File: config.mk
export PLATFORM = sky130hd
export DESIGN_NAME = shifter_seq
export DESIGN_NICKNAME = d
export VERILOG_FILES = /design/src/rtl/shifter_seq.sv
export SDC_FILE = /design/constraint.sdc
export NUM_CORES = 1
export LEC_CHECK = 0
export CAP_MARGIN = 10
export CORE_MARGIN = 10
export CORE_UTILIZATION = 42
export CTS_BUF_LIST = sky130_fd_sc_hd__clkbuf_16
export CTS_CLUSTER_SIZE = 8
export DETAILED_ROUTE_END_ITERATION = 8
export PLACE_DENSITY = 0.85
export SLEW_MARGIN = 20
export SYNTH_ARGS = -nofsm -noshare
export SYNTH_HDL_FRONTEND = slang
export SYNTH_SLANG_ARGS = --single-unit
File: constraint.sdc
create_clock -name clk -period 1.4 [get_ports clk]
set_clock_uncertainty 0.05 [all_clocks]
set_input_delay 0.35 -clock clk [delete_from_list [all_inputs] [get_ports clk]]
set_output_delay 0.35 -clock clk [all_outputs]
set_load 0.02 [all_outputs]
File: src/rtl/shifter_seq.sv
// Iterative shift/rotate unit: accepts one command per handshake, shifts one
// bit per clock, returns result with carry and zero flags.
// Optional build macro SHIFTER_SEQ_BARREL_EN replaces the iterative walk with a
// single-cycle barrel shifter; ports and flag semantics are unchanged.

package shifter_types;
  typedef enum logic [2:0] {
    NONE = 3'd0,
    SHL  = 3'd1,
    SHR  = 3'd2,
    ROL  = 3'd3,
    ROR  = 3'd4
  } cmd_t;
endpackage

module shifter_seq #(
  parameter int WIDTH = 8,
  parameter int AMT_W = $clog2(WIDTH)
) (
  input  logic             clk,
  input  logic             reset_n,
  input  logic             in_valid,
  output logic             in_ready,
  input  logic [2:0]       cmd,
  input  logic [WIDTH-1:0] data_in,
  input  logic [AMT_W-1:0] amount,
  output logic             out_valid,
  input  logic             out_ready,
  output logic [WIDTH-1:0] data_out,
  output logic             carry_out,
  output logic             zero
);
  import shifter_types::*;

  typedef enum logic [1:0] {
    S_IDLE  = 2'd0,
    S_SHIFT = 2'd1,
    S_DONE  = 2'd2
  } state_t;

  state_t           state_q, state_d;
  logic [WIDTH-1:0] data_q, data_d;
  logic             carry_q, carry_d;
  logic [AMT_W-1:0] count_q, count_d;
  logic [2:0]       cmd_q, cmd_d;
  logic             shiftable;

  // One single-bit step; returns {carry, data}. Unknown commands pass the
  // data through with carry cleared.
  function automatic logic [WIDTH:0] step1(input logic [2:0] c,
                                           input logic [WIDTH-1:0] d);
    logic [WIDTH:0] r;
    r = {1'b0, d};
    case (c)
      SHL:     r = {d[WIDTH-1], d[WIDTH-2:0], 1'b0};
      SHR:     r = {d[0], 1'b0, d[WIDTH-1:1]};
      ROL:     r = {d[WIDTH-1], d[WIDTH-2:0], d[WIDTH-1]};
      ROR:     r = {d[0], d[0], d[WIDTH-1:1]};
      default: r = {1'b0, d};
    endcase
    return r;
  endfunction

`ifdef SHIFTER_SEQ_BARREL_EN
  // Unrolled chain of single-bit steps; carry ends up as that of the last
  // applied step, so flags match the iterative path exactly.
  function automatic logic [WIDTH:0] barrel(input logic [2:0] c,
                                            input logic [WIDTH-1:0] d,
                                            input logic [AMT_W-1:0] a);
    logic [WIDTH:0] r;
    r = {1'b0, d};
    for (int i = 0; i < WIDTH - 1; i++) begin
      if (i < int'(a)) r = step1(c, r[WIDTH-1:0]);
    end
    return r;
  endfunction
`endif

  assign shiftable = ((cmd == SHL) || (cmd == SHR) || (cmd == ROL) || (cmd == ROR))
                     && (amount != '0);

  assign in_ready  = (state_q == S_IDLE);
  assign out_valid = (state_q == S_DONE);
  assign data_out  = data_q;
  assign carry_out = carry_q;
  assign zero      = (data_q == '0);

  // Next-state and datapath update for the IDLE/SHIFT/DONE sequence.
  always_comb begin
    state_d = state_q;
    data_d  = data_q;
    carry_d = carry_q;
    count_d = count_q;
    cmd_d   = cmd_q;
    case (state_q)
      S_IDLE: begin
        if (in_valid) begin
          data_d  = data_in;
          cmd_d   = cmd;
          count_d = amount;
          carry_d = 1'b0;
`ifdef SHIFTER_SEQ_BARREL_EN
          if (shiftable) {carry_d, data_d} = barrel(cmd, data_in, amount);
          state_d = S_DONE;
`else
          state_d = shiftable ? S_SHIFT : S_DONE;
`endif
        end
      end
      S_SHIFT: begin
        {carry_d, data_d} = step1(cmd_q, data_q);
        count_d = count_q - 1'b1;
        if (count_q == AMT_W'(1)) state_d = S_DONE;
      end
      S_DONE: begin
        if (out_ready) state_d = S_IDLE;
      end
      default: state_d = S_IDLE;
    endcase
  end

  // State and datapath registers; reset discards any in-flight operation.
  always_ff @(posedge clk) begin
    if (!reset_n) begin
      state_q <= S_IDLE;
      data_q  <= '0;
      carry_q <= 1'b0;
      count_q <= '0;
      cmd_q   <= '0;
    end else begin
      state_q <= state_d;
      data_q  <= data_d;
      carry_q <= carry_d;
      count_q <= count_d;
      cmd_q   <= cmd_d;
    end
  end

endmodule

### Yosys cells after proc, flatten, opt, wreduce, memory -nomap -nowiden

Cells that the tools add are included.

* reductions and logical operators: 12
* eq/ne operators: 15
* add/sub/neg operators: 1
* muxes and demuxes: 12

Operators with widths (count)
* $pmux W9 S4: 1
* $pmux W8 S2: 1
* $eq A3 B2 Y1 const B: 4
* $eq A3 B1 Y1 const B: 3
* $logic_not A8 Y1: 1
* $mux W2: 4
* $mux W8: 1
* $eq A3 B3 Y1 const B: 2
* $pmux W2 S3: 1
* $pmux W3 S2: 1
* $reduce_and A3 Y1: 2
* $ne A5 B1 Y1 const B: 1
* $ne A2 B2 Y1 const B: 2
* $reduce_and A2 Y1: 2
* $logic_or A1 B1 Y1: 3
* $mux W3: 1
* $reduce_bool A3 Y1: 1
* $sub A3 B1 Y3 const B: 1
* $eq A2 B1 Y1 const B: 1
* $eq A2 B2 Y1 const B: 1
* $logic_not A2 Y1: 1
* $ne A2 B1 Y1 const B: 1
* $pmux W1 S2: 1
* $reduce_bool A2 Y1: 1
* 2 further kinds: 2

* word-level logic and storage cells: 45
* output and inout bits: 12
* input bits: 18
* register bits: 17

### Depth between registers and ports, before layout

Gate-level depths: netlist of run 1.

* depth after elaboration: 8
* depth in mapped cells: 6
* mapped depth without buffers: 5

### Worst setup path before layout of run 1

OpenSTA, ideal clock, no wires.

* path type: register to output
* from: register data_q[2], in the netlist data_out[2]
* to: output zero
* slack: -215 ps
* path buffers: 0
* required time: 1000 ps
* stages on the path, launching flop included: 3
* arrival time: 1215 ps
* cell sequence: dfxtp_1 > or4_1 > nor2_1

* word-level cells in the longest chain between the ends: 1

RTL lines
* start, declared: line 42 `logic [WIDTH-1:0] data_q, data_d;`
* start signal, assigned: line 132 `data_q <= data_d;`
* $logic_not A8 Y1: line 86 `assign zero = (data_q == '0);`
* end, declared: line 31 `output logic zero`

No other way between the ends.

### Final worst setup path of run 1

* from: register data_q[0], in the netlist data_out[0]
* to: output zero

Same word-level chain as after synthesis.

==> metrics, run 1 <==
worst skew pair latency=0.25 ns; Mapped Cells=129; top area cells in the synthesized netlist=dfxtp_1 31%, mux2i_1 8.3%, a221o_2 6.2%; final wirelength=3.44 mm; chip height=70.9 µm; footprint of the multi-input gates=747 µm²; Slowest-stage cell, CP=or4_4; Max-slew headroom=between 70% and 80%; syn nets=149; Worst Setup Start Kind=flop; RSZ-0062 raised after global routing=yes; Synth async-reset ratio=0%; CP max FO=2; fin. max-slew vios=0; Worst-path clk slew=about 0.05 ns; CP peak stage delay=0.54 ns; number of diodes=0; initial antenna violation count=0; Synth area leader=dfxtp_1; critical path endpoint category=output pin; Final Worst Setup Slack=-0.329 ns; Vias=approximately 1200; clk root buf=clkbuf_16; fin crit share=123%; CTS hold repair buffers=0; share of cells above drive strength 1=42.4%; worst-case clock buffer depth=2; Chip Width=70.9 µm; grt total ovfl=0; drt drc=0; Tightest Pin Transition=0.328 ns; vias per cell=5.61; DR WL/cell=roughly 16 µm; Area Growth Syn to Fin=61.6%; H-tree level count=1; Row Count=18; routability congestion estimate=between 0.8 and 0.9; Static Leak=0.776 nW; leading register cell type out of synthesis=dfxtp_1; Finish-stage setup viols=8; Sinks on Clock Net=17; GR Util All Layers=13.6%; die area=0.00503 mm²; MaxCap Viol Count=0; status=complete, but fails checks; DRT iter0 DRCs=50; post-synth top area share=31.3%; Worst Path Arrival=1.33 ns; register area share after synthesis=31.3%; Worst Hold Slack=0.511 ns; total clock buffers created by CTS=3; cells along the critical path=or4_4 -> nor2_4 -> buf_6; Overall Power=1.80 mW; final hold violation count=0; Yosys reg bits=17; f_max=between 500 and 600 MHz; fin nets=205; DRT Pass-1 Iters=4; Setup CP Type=reg -> out; vias in the first global route=1229; fin crit period=1.73 ns; Avg Cell Area, Syn=8.44 µm²; HP Class=reg -> reg; post-route antenna net violation count=0; Place WS=-0.545 ns; Worst EP required=1.00 ns; Core ar.=0.00248 mm²; HPWL Detailed=2.53 mm; register area=358 µm²; most common cell after layout, fill and taps aside=buf_4; setup TNS=-0.492 ns; violated checks=setup timing; Power Density=1020 mW/mm²; CTS tree=yes; CP bufs+invs=1; Post-synth EDFFs=0; Worst path top cell family by delay=simple AND/OR/NAND/NOR gates; Worst R2R Setup Slack=-0.03 ns; IR drop worst, VDD=between 0.8 and 0.9 mV; largest net degree at the start of global routing=16; YS warnings=0; Buffers on Ports=29; first-pass GRT wire length=~5.7 mm; Layout fillers=192; Mapped Area=0.00109 mm²; # IOs=30; effective utilization at floorplan=43.9%; most frequent cells in the layout=30 x buf_4, 10 x clkdlybuf4s50_1, 9 x nand2_1, 9 x mux2i_1; Synth cell types=43
[metal layers]
| metal | track usage [%] | vias to the layer above | part of all wire, % |
|---|---|---|---|
| met5 | 0 | - | 0 |
| met3 | 3.63 | 9 | 6.9 |
| met4 | 7.74 | 0 | 3.5 |
| met2 | 22.7 | 64 | 49 |
| met1 | 15.2 | 548 | 40 |
| li1 | - | 580 | - |
[path summary, 6_finish.rpt]
| check | from | end | cells after the start |
|---|---|---|---|
| worst max-delay path | data_out[0]$_SDFFE_PN0P_ | zero | 3 |
| worst min-delay path | cmd_q[1]$_SDFFE_PN0P_ | cmd_q[1]$_SDFFE_PN0P_ | 2 |
| worst max register to register | cmd_q[0]$_SDFFE_PN0P_ | data_out[3]$_SDFFE_PN0P_ | 4 |
| worst min register to register | cmd_q[1]$_SDFFE_PN0P_ | cmd_q[1]$_SDFFE_PN0P_ | 2 |
[cells by family after synthesis]
group | synth area share, %
AND/OR/NAND/NOR | 23.1
AO/OA/AOI/OAI | 26.4
flip-flops | 31.3
buffers and inverters | 7.82
multiplexers | 8.28
adder cells (fa/ha/maj) | 2.30
XOR/XNOR | 0.805
[worst reg2reg max path, delay by kind of cell, from the launching register on]
family	cells	cell delay, ns
AND/OR/NAND/NOR	2	0.59
flip-flops	1	0.32
AO/OA/AOI/OAI	1	0.22
multiplexers	1	0.13
[power breakdown]
| part | switching (mW) | internal, mW |
|---|---|---|
| Combinational | 0.313 | 0.336 |
| Clock | 0.192 | 0.380 |
| Sequential | 0.0386 | 0.538 |
[per-stage QoR]
step                area (µm²)  util, %  instances
floorplan                 1110        -        129
global placement          1590     64.3        208
detailed placement        1590     64.3        208
CTS                       1730     69.7        213
global route              1760     71.0        214
finish                    1760     71.0        214
[registers in the layout (all words and copies together), names as in the netlist]
register,flops
count_q,3
state_q,2
data_out,8
cmd_q,3
carry_out,1
[Yosys cell counts (2+ instances only)]
master	n
dfxtp_1	17
nor2_1	11
mux2i_1	9
nand2_1	9
o21ai_0	8
nor2b_1	7
a221o_2	6
inv_1	6
o211ai_1	6
a21oi_1	5
and2b_1	4
or3_1	4
a32oi_1	2
buf_4	2
buf_6	2
clkbuf_1	2
ha_1	2
or4_1	2
[area by class of cell]
cell class                      instances  share of cell area, %
Inverter                                6                   1.28
Multi-Input combinational cell         97                   42.5
Tap cell                               30                   2.13
Timing Repair Buffer                   60                   29.3
Sequential cell                        17                   20.3
Clock inverter                          1                  0.213
Clock buffer                            3                   4.27
[timing repair]
| item | CTS | global route |
|---|---|---|
| gates resized for setup | 61 | 14 |
| endpoints found under the hold margin | 0 | 0 |
| pin swaps | 7 | 3 |
| endpoints found under the setup margin | 22 | 20 |
| setup buffers | 1 | 1 |
Power figures use the tool's default switching activity.
==> run 2, diff against run 1 <==
GPL_TIMING_DRIVEN = 0   (was unset)
PLACE_DENSITY = unset   (was 0.85)
PLACE_DENSITY_LB_ADDON = 0.05   (was unset)
RECOVER_POWER = 100   (was unset)
==> run 2 against run 1 <==
  * The run still ends with setup timing left
  * Global-route usage decreased by 1.5 points
  * Clock-buffer cell count unchanged
  * Sequential power increased by 3%
  * Final cell count decreased by 5.1%
  * Critical path type unchanged
  * Critical endpoint unchanged
==> metrics, run 2 (same netlist as run 1, synthesis figures left out) <==
Setup CP Type=reg -> out (unchanged); fin crit share=124% (was 123%); Layout fillers=223 (was 192); Core ar.=0.00248 mm² (unchanged); Final Worst Setup Slack=-0.340 ns (was -0.329 ns); RR Endpoint=data_out[6]$_SDFFE_PN0P_ (was data_out[3]$_SDFFE_PN0P_); share of cells above drive strength 1=34.7% (was 42.4%); drt drc=0 (unchanged); final wirelength=3.20 mm (was 3.44 mm); placed cell areas=0.00144 mm² (was 0.00159 mm²); number of diodes=0 (unchanged); vias per cell=5.66 (was 5.61); die area=0.00503 mm² (unchanged); footprint of the multi-input gates=759 µm² (was 747 µm²); HP Class=reg -> reg (unchanged); register area=365 µm² (was 358 µm²); Static Leak=0.740 nW (was 0.776 nW); vias in the first global route=1122 (was 1229); total clock buffers created by CTS=3 (unchanged); Hold Path Origin=data_out[3]$_SDFFE_PN0P_ (was cmd_q[1]$_SDFFE_PN0P_); violated checks=setup timing (unchanged); GR Util All Layers=12.0% (was 13.6%); status=complete, but fails checks (unchanged); Sinks on Clock Net=17 (unchanged); r2r startpoint=cmd_q[1]$_SDFFE_PN0P_ (was cmd_q[0]$_SDFFE_PN0P_); final hold violation count=0 (unchanged); Worst path top cell family by delay=simple AND/OR/NAND/NOR gates (unchanged); Worst Setup Start Kind=flop (unchanged); crit path to=zero (unchanged); Worst-path clk slew=0.05 ns (about the same); most frequent cells in the layout=16 x buf_4, 12 x dlygate4sd2_1, 9 x nand2_1, 9 x mux2i_1, 9 x clkdlybuf4s50_1 (was 30 x buf_4, 10 x clkdlybuf4s50_1, 9 x nand2_1, 9 x mux2i_1); first-pass GRT wire length=5.23 mm (was 5.69 mm); Worst Reg-to-Reg Cells=5 (was 4); Buffers on Ports=29 (unchanged); Worst Path Arrival=1.34 ns (was 1.33 ns); Max-slew headroom=79.1% (was 78.1%); Row Count=18 (unchanged); fin nets=194 (was 205); Worst EP required=1.00 ns (about the same); DRT iter0 DRCs=44 (was 50); Slowest-stage cell, CP=or4_4 (unchanged); CP bufs+invs=1 (unchanged); most common cell after layout, fill and taps aside=buf_4 (unchanged); clk root buf=clkbuf_16 (unchanged); Vias=1148 (was 1201); CTS tree=yes (unchanged); chip height=70.9 µm (unchanged); fin crit period=1.74 ns (was 1.73 ns); cells along the critical path=or4_4 -> nor2_4 -> buf_6 (unchanged); Util after Layout=69.2% (was 71.0%); Power Density=1040 mW/mm² (was 1020 mW/mm²); Finish-stage setup viols=7 (was 8); worst skew pair latency=0.25 ns (about the same); Tightest Pin Transition=0.312 ns (was 0.328 ns); worst-case clock buffer depth=2 (unchanged); DR WL/cell=15.8 µm (was 16.1 µm); final instance area=0.00172 mm² (was 0.00176 mm²); MaxCap Viol Count=0 (unchanged); CP startpoint=data_out[6]$_SDFFE_PN0P_ (was data_out[0]$_SDFFE_PN0P_); IR drop worst, VDD=0.905 mV (was 0.846 mV); f_max=575 MHz (was 579 MHz); Place WS=-0.592 ns (was -0.545 ns); Crit. path cell count=3 (unchanged); largest net degree at the start of global routing=11 (was 16); max FFs per register=8 (unchanged); initial antenna violation count=0 (unchanged); CTS hold repair buffers=0 (unchanged); DRT Pass-1 Iters=4 (unchanged); HPWL Detailed=2.21 mm (was 2.53 mm); effective utilization at floorplan=43.9% (unchanged); post-route antenna net violation count=0 (unchanged); routability congestion estimate=0.808 (was 0.817); grt total ovfl=0 (unchanged); fin. max-slew vios=0 (unchanged); H-tree level count=1 (unchanged); RSZ-0062 raised after global routing=yes (unchanged); # IOs=30 (unchanged); setup TNS=-0.466 ns (was -0.492 ns); Worst R2R Setup Slack=-0.01 ns (was -0.03 ns); CP max FO=5 (was 2); critical path endpoint category=output pin (unchanged); CP peak stage delay=0.54 ns (about the same); Chip Width=70.9 µm (unchanged); Area Growth Syn to Fin=57.6% (was 61.6%)
run 2: cell types whose count changed in the layout (fill, tap and decap cells not counted), sizes merged:
cell	previous run	this run
inv	7	6
dlygate4sd2	7	12
buf	36	22
clkbuf	3	6
clkdlybuf4s50	10	9
clkdlybuf4s15	6	2
clkinvlp	0	1
dlygate4sd3	0	1
dlymetal6s2s	1	0
run 2: area by class of cell:
cell class / instances / area share [%]
Sequential cell: 17 / 21.3
Tap cell: 30 / 2.19
Multi-Input combinational cell: 97 / 44.3
Buffer: 6 / 3.72
Inverter: 6 / 1.53
Clock inverter: 1 / 0.219
Timing Repair Buffer: 43 / 22.4
Clock buffer: 3 / 4.38
run 2: worst reg2reg max path: cells and delay by family, from the launching register on:
family	cells	cell delay (ns)
buf+inv	1	0.13
flops	1	0.35
mux	1	0.11
xor+xnor	1	0.20
compound gates	2	0.45
run 2: report_power, final:
| group | internal [mW] | switching [mW] |
|---|---|---|
| registers | 0.537 | 0.0546 |
| logic | 0.318 | 0.292 |
| clock network | 0.380 | 0.195 |
run 2: how the worst min path moves through the flow:
stage	endpoint	slack, ns	cells past startpoint
finish	data_out[3]$_SDFFE_PN0P_	0.46	2
global route	data_out[0]$_SDFFE_PN0P_	0.48	2
CTS	data_out[0]$_SDFFE_PN0P_	0.45	2
detailed placement	data_out[2]$_SDFFE_PN0P_	0.43	2
global placement	data_out[2]$_SDFFE_PN0P_	0.42	2
floorplan	count_q[2]$_SDFFE_PN0P_	0.44	2
run 2: through the flow:
stage	hold WS [ns]	total power, mW	instances
floorplan	0.444	0.925	129
global placement	0.421	1.12	188
detailed placement	0.428	1.13	188
CTS	0.447	1.76	197
global route	0.477	1.87	203
finish	0.458	1.78	203
run 2: metal layers:
layer	vias up	global-route usage, %	wire [µm]
met5	-	0	0
met4	0	2.80	7
met3	2	3.77	142
met2	23	20.7	1570
met1	562	14.2	1480
li1	561	-	-
run 2: repair_timing:
| item | CTS | global route |
|---|---|---|
| endpoints found under the setup margin | 25 | 17 |
| buffers inserted | 8 | 6 |
| pin swaps | 11 | 7 |
| resized for setup | 68 | 12 |
